<file path="config.mk">
export PLATFORM = sky130hd
export DESIGN_NAME = axis_wormhole_arbiter
export DESIGN_NICKNAME = d
export VERILOG_FILES = /design/src/rtl/axis_wormhole_arbiter.sv
export SDC_FILE = /design/constraint.sdc
export NUM_CORES = 1
export LEC_CHECK = 0
export CAP_MARGIN = 10
export CELL_PAD_IN_SITES_DETAIL_PLACEMENT = 1
export CELL_PAD_IN_SITES_GLOBAL_PLACEMENT = 1
export CORE_ASPECT_RATIO = 1.1
export CORE_MARGIN = 1.5
export CORE_UTILIZATION = 33
export DETAILED_ROUTE_END_ITERATION = 8
export GPL_ROUTABILITY_DRIVEN = 0
export PLACE_DENSITY_LB_ADDON = 0.1
export RECOVER_POWER = 100
export SLEW_MARGIN = 20
export SYNTH_ARGS = -nofsm -noshare
export SYNTH_HDL_FRONTEND = slang
export SYNTH_SLANG_ARGS = --single-unit
</file>
<file path="constraint.sdc">
create_clock -name clk -period 8.5 [get_ports clk]
set_clock_uncertainty 0.05 [all_clocks]
set_input_delay 2.125 -clock clk [delete_from_list [all_inputs] [get_ports clk]]
set_output_delay 2.125 -clock clk [all_outputs]
set_load 0.03 [all_outputs]
</file>
<file path="src/rtl/axis_wormhole_arbiter.sv">
// N-input to 1-output AXI-Stream wormhole arbiter for a NoC router output port.
// A granted input holds the output until its TLAST beat; per-input packet and stall PMU counters.
//
// state  | meaning
// IDLE   | no packet in flight; grant recomputed each cycle from in_tvalid
// LOCKED | packet in flight; only grant_q is served until its TLAST beat is accepted
module axis_wormhole_arbiter #(
    parameter int N_PORTS    = 5,
    parameter int DATA_WIDTH = 40,
    parameter int ARB_MODE   = 0,
    parameter int CNT_WIDTH  = 16
) (
    input  logic                            clk,
    input  logic                            rst_n,
    input  logic [N_PORTS-1:0]              in_tvalid,
    output logic [N_PORTS-1:0]              in_tready,
    input  logic [N_PORTS*DATA_WIDTH-1:0]   in_tdata,
    input  logic [N_PORTS-1:0]              in_tlast,
    output logic                            out_tvalid,
    input  logic                            out_tready,
    output logic [DATA_WIDTH-1:0]           out_tdata,
    output logic                            out_tlast,
    input  logic                            cnt_clear,
    output logic [N_PORTS*CNT_WIDTH-1:0]    pkt_count,
    output logic [CNT_WIDTH-1:0]            stall_count
);

    localparam int GW = (N_PORTS > 1) ? $clog2(N_PORTS) : 1;
    localparam logic [GW-1:0] LAST_IDX = GW'(N_PORTS - 1);

    typedef enum logic {IDLE = 1'b0, LOCKED = 1'b1} state_t;

    state_t                  state_q, state_d;
    logic [GW-1:0]           grant_q, grant_d;
    logic [GW-1:0]           rr_ptr_q, rr_ptr_d;
    logic [GW-1:0]           arb_grant;
    logic [GW-1:0]           grant;
    logic                    can_load;
    logic                    sel_valid;
    logic                    sel_last;
    logic [DATA_WIDTH-1:0]   sel_data;
    logic                    accept;

    logic                    out_tvalid_q, out_tvalid_d;
    logic [DATA_WIDTH-1:0]   out_tdata_q, out_tdata_d;
    logic                    out_tlast_q, out_tlast_d;
    logic [CNT_WIDTH-1:0]    pkt_cnt_q [N_PORTS];
    logic [CNT_WIDTH-1:0]    pkt_cnt_d [N_PORTS];
    logic [CNT_WIDTH-1:0]    stall_cnt_q, stall_cnt_d;

    // Round-robin walks forward from the input after the last packet winner.
    always_comb begin
        logic [GW-1:0] idx;
        logic          found;
        idx       = rr_ptr_q;
        found     = 1'b0;
        arb_grant = '0;
        if (ARB_MODE == 0) begin
            for (int k = 0; k < N_PORTS; k++) begin
                idx = (idx == LAST_IDX) ? '0 : idx + 1'b1;
                if (!found && in_tvalid[idx]) begin
                    found     = 1'b1;
                    arb_grant = idx;
                end
            end
        end else begin
            for (int i = N_PORTS - 1; i >= 0; i--) begin
                if (in_tvalid[i]) begin
                    arb_grant = GW'(i);
                end
            end
        end
    end

    assign grant    = (state_q == LOCKED) ? grant_q : arb_grant;
    assign can_load = !out_tvalid_q || out_tready;

    always_comb begin
        sel_valid = 1'b0;
        sel_last  = 1'b0;
        sel_data  = '0;
        for (int i = 0; i < N_PORTS; i++) begin
            if (grant == GW'(i)) begin
                sel_valid = in_tvalid[i];
                sel_last  = in_tlast[i];
                sel_data  = in_tdata[i*DATA_WIDTH +: DATA_WIDTH];
            end
        end
    end

    assign accept = can_load && sel_valid;

    always_ff @(posedge clk or negedge rst_n) begin
        if (!rst_n) begin
            state_q  <= IDLE;
            grant_q  <= '0;
            rr_ptr_q <= LAST_IDX;
        end else begin
            state_q  <= state_d;
            grant_q  <= grant_d;
            rr_ptr_q <= rr_ptr_d;
        end
    end

    always_comb begin
        state_d  = state_q;
        grant_d  = grant_q;
        rr_ptr_d = rr_ptr_q;
        case (state_q)
            IDLE: begin
                if (accept) begin
                    if (sel_last) begin
                        rr_ptr_d = grant;
                    end else begin
                        state_d = LOCKED;
                        grant_d = grant;
                    end
                end
            end
            LOCKED: begin
                if (accept && sel_last) begin
                    state_d  = IDLE;
                    rr_ptr_d = grant_q;
                end
            end
            default: state_d = IDLE;
        endcase
    end

    always_comb begin
        in_tready = '0;
        for (int i = 0; i < N_PORTS; i++) begin
            in_tready[i] = rst_n && can_load && (grant == GW'(i));
        end
    end

    // Output stage and PMU counters; cnt_clear beats any same-cycle increment.
    always_comb begin
        out_tvalid_d = out_tvalid_q;
        out_tdata_d  = out_tdata_q;
        out_tlast_d  = out_tlast_q;
        if (accept) begin
            out_tvalid_d = 1'b1;
            out_tdata_d  = sel_data;
            out_tlast_d  = sel_last;
        end else if (out_tready) begin
            out_tvalid_d = 1'b0;
        end

        stall_cnt_d = stall_cnt_q;
        if (cnt_clear) begin
            stall_cnt_d = '0;
        end else if (out_tvalid_q && !out_tready && (stall_cnt_q != '1)) begin
            stall_cnt_d = stall_cnt_q + 1'b1;
        end

        for (int i = 0; i < N_PORTS; i++) begin
            pkt_cnt_d[i] = pkt_cnt_q[i];
            if (cnt_clear) begin
                pkt_cnt_d[i] = '0;
            end else if (accept && sel_last && (grant == GW'(i)) && (pkt_cnt_q[i] != '1)) begin
                pkt_cnt_d[i] = pkt_cnt_q[i] + 1'b1;
            end
        end
    end

    always_ff @(posedge clk or negedge rst_n) begin
        if (!rst_n) begin
            out_tvalid_q <= 1'b0;
            out_tdata_q  <= '0;
            out_tlast_q  <= 1'b0;
            stall_cnt_q  <= '0;
            for (int i = 0; i < N_PORTS; i++) begin
                pkt_cnt_q[i] <= '0;
            end
        end else begin
            out_tvalid_q <= out_tvalid_d;
            out_tdata_q  <= out_tdata_d;
            out_tlast_q  <= out_tlast_d;
            stall_cnt_q  <= stall_cnt_d;
            for (int i = 0; i < N_PORTS; i++) begin
                pkt_cnt_q[i] <= pkt_cnt_d[i];
            end
        end
    end

    assign out_tvalid  = out_tvalid_q;
    assign out_tdata   = out_tdata_q;
    assign out_tlast   = out_tlast_q;
    assign stall_count = stall_cnt_q;

    for (genvar g = 0; g < N_PORTS; g++) begin : g_pkt
        assign pkt_count[g*CNT_WIDTH +: CNT_WIDTH] = pkt_cnt_q[g];
    end

endmodule

</file>
==> run_results.csv <==
group,metric,value,unit
outcome,status,"finished with violations",
outcome,failed_checks,"max-capacitance violations, max-slew violations",
yosys,ys.flop_type,"dfrtp_1",
sta,worst_pin_slew,3343,ps
floorplanning,start_util,0.3358,
floorplanning,die_x,163.3,microns
setup_path,cp.arrival,5940,ps
setup_path,path_cells,"inv_1 -> ha_1 -> a21oi_1 -> inv_1 -> ha_1 -> o21ai_1 -> a22oi_4 -> ha_1 -> nor2_1 -> a211oi_2 -> or3_1 -> a211o_1 -> nor3b_4 -> a211oi_2 -> nor2_4 -> nor3_1 -> dlygate4sd3_1",
sta,finalHoldViolations,0,
yosys,netlist_instances,989,
final_layout,area_growth,47.24,%
clock_network,cts_tree,"built",
setup_path,r2r-start,"rr_ptr_q[0]",
sta,hold_ws,423.1,ps
final_layout,mostFrequentLayoutCell,"clkdlybuf4s50_1",
yosys,synth.top_cell.area_share,0.3862,
setup_path,path_max_fanout,12,
drt,vias_per_cell,5.542,
yosys,synth_cell_type_count,83,
pwr,ir_drop,0.3369,mV
floorplanning,die_y,179.4,microns
clock_network,cts_hold_buf,0,
floorplanning,dieArea,0.02930,sq mm
yosys,yosysWarnings,0,
floorplanning,core,0.02779,sq mm
yosys,ys_async_sr_fraction,1.000,
drt,ant_nets,0,
setup_path,worst_path_max_delay_cell,"dlygate4sd3_1",
final_layout,multi_input_area,0.005305,sq mm
yosys,ys_seq_area_frac,0.3890,
pwr,p_per_area,383.1,mW/mm^2
yosys,synth_edf_count,0,
clock_network,cts_buffer_depth,2,
clock_network,clkTransAtPathRegs,60,ps
clock_network,numCtsBuffers,17,
pwr,leakage,5.901,nW
clock_network,worstSkewPairLatency,430,ps
yosys,synth.avg_cell_area,9.435,sq um
drt,postRouteWirelength,36750,microns
setup_path,crit_cells,17,
clock_network,cts_setup_buffers,0,
setup_path,cp-start-kind,"flop",
floorplanning,io_pins,357,
final_layout,nFillCells,3129,
final_layout,drive_gt1_frac,0.09098,
sta,fmax,123.3,MHz
sta,finalSetupTns,0,ps
setup_path,path_class,"flop to output pin",
setup_path,worst_setup_path_end_kind,"output pin",
final_layout,utilization,0.4945,
placement,port-buffer-count,356,
drt,drt_pass1_iterations,7,
grt,grt_pass1_wl,55230,microns
sta,finalCritPeriodShare,0.9545,
setup_path,slowest_delay,810,ps
yosys,ys_ff_latch,145,
clock_network,cts_root_buf,"clkbuf_16",
sta,rsz0062_at_grt,"false",
grt,antenna_found_initial,4,
yosys,netlist_area,0.009331,sq mm
sta,setup_viol,0,
yosys,synthesis.nets,1217,
drt,drc,0,
final_layout,layout.cells.most_common_list,"clkdlybuf4s50_1, dfrtp_1, dlygate4sd3_1, nand2_1, nor2_1",
setup_path,r2r_end,"out_tdata[1]",
setup_path,cp_top_family,"compound AO/OA/AOI/OAI gates",
placement,post-dp-hpwl,27710,microns
floorplanning,num_rows,64,
grt,grt_max_degree,93,
setup_path,cpMostUsedCell,"ha_1",
sta,maxSlewHeadroom,-1.229,
setup_path,r2r_setup_slack,870,ps
setup_path,critPathBufInv,3,
drt,dr.first_iter.drc_count,457,
grt,grt-ovfl-total,0,
sta,slew_viol_final,189,
clock_network,clock_sinks,145,
setup_path,r2r_cells,20,
final_layout,seq_area,0.003630,sq mm
drt,wl_per_cell,21.68,microns
yosys,yosysTopAreaCell,"dfrtp_1",
grt,grt_pass1_vias,9561,
clock_network,h-tree-depth,4,
clock_network,cts_resized,0,
grt,grt.total_usage,0.2458,
final_layout,layout.nets,1546,
setup_path,critPathRequiredTime,6330,ps
yosys,synth_area_leaders,"dfrtp_1, mux2_2, nand2_1",
sta,fin_crit,8113,ps
drt,num_vias,9393,
hold_path,hold_path.class,"flop to flop",
setup_path,critPathLaunch,"rr_ptr_q[0]",
setup_path,worstSetupEndpoint,"in_tready[2]",
run,drv_cap,5,
==> worst min-delay path by stage <==
stage                       start       endpoint  slack (ps)  cells past startpoint
detailed placement  out_tdata[22]  out_tdata[22]         420                      2
CTS                 out_tdata[22]  out_tdata[22]         430                      2
floorplan              grant_q[2]     grant_q[2]         410                      1
global placement        out_tlast      out_tlast         410                      1
global route        out_tdata[22]  out_tdata[22]         460                      2
finish              out_tdata[37]  out_tdata[37]         420                      2
==> report_power, final <==
group          switching (mW)  internal (mW)  total [mW]
registers              0.0799          0.812       0.892
logic                    2.17           1.42        3.59
clock network           0.307          0.475       0.782
==> cells in the mapped netlist (3+ instances only) <==
cell,n
and2_1,9
mux2_2,35
o21ai_0,59
o21ai_1,5
and3_1,24
o31a_1,3
nand2b_1,6
a211o_1,4
a2bb2oi_1,28
mux2_1,5
a222oi_1,27
and4_1,4
nor3_1,22
a22oi_1,15
xnor2_1,21
mux4_2,14
nor2b_1,12
buf_2,18
a21oi_1,39
or3_1,20
a2111oi_0,3
nand4_1,19
o21a_1,8
nor2_1,82
inv_1,26
xor2_1,26
o21ai_2,3
o31ai_1,10
mux2i_1,21
nand3_2,5
a211oi_1,5
a21o_1,5
o211ai_1,7
nand2_1,89
or4_1,11
ha_1,14
clkbuf_1,32
nand3_1,40
nor4_1,4
dfrtp_1,144
buf_4,5
==> through the flow <==
| stage | setup WS [ps] | instances | area [sq um] | total power, mW |
|---|---|---|---|---|
| global route | 23.92 | 1695 | 13740 | 5.611 |
| finish | 386.7 | 1695 | 13740 | 5.264 |
| CTS | 181.9 | 1693 | 13790 | 5.373 |
| global placement | 522.9 | 1662 | 13200 | 4.525 |
| floorplan | 1468 | 989 | 9331 | 3.478 |
| detailed placement | 463.1 | 1662 | 13200 | 4.557 |
==> registers in the layout (all words and copies together), names as in the netlist, named ones only <==
register     flops
grant_q          3
out_tlast        1
pkt_count       80
out_tdata       40
rr_ptr_q         3
out_tvalid       1
stall_count     16
==> per-layer routing <==
layer / routed length [microns] / share of wire / track usage
met1: 14930 / 0.41 / 0.2888
met2: 18240 / 0.50 / 0.4301
met3: 2681 / 0.073 / 0.06283
met4: 881 / 0.024 / 0.09327
met5: 12 / 0.00033 / 0
==> worst register-to-register path: cells and delay by family, from the launching register on <==
kind	cells	cell delay [ps]
AND/OR/NAND/NOR	1	300
buffers and inverters	4	1320
AO/OA/AOI/OAI	11	3840
multiplexers	1	400
flip-flops	1	610
adder cells (fa/ha/maj)	3	950
==> final cells by class <==
| class | count | area share |
|---|---|---|
| inverter | 27 | 0.007376 |
| clock buffer | 21 | 0.03351 |
| tap | 363 | 0.03306 |
| timing repair buffer | 369 | 0.2656 |
| clock inverter | 10 | 0.009835 |
| sequential | 145 | 0.2642 |
| multi-input combinational | 758 | 0.3861 |
| antenna | 2 | 0.0003643 |
==> cells by family after synthesis <==
kind of cell,after synthesis,synth area share
buf+inv,86,0.04063
fa+ha+maj,14,0.01877
flops,145,0.3890
mux,75,0.1046
xor+xnor,47,0.04411
simple gates,371,0.2069
compound gates,251,0.1960
No activity file was read; power rests on OpenSTA's default activity.
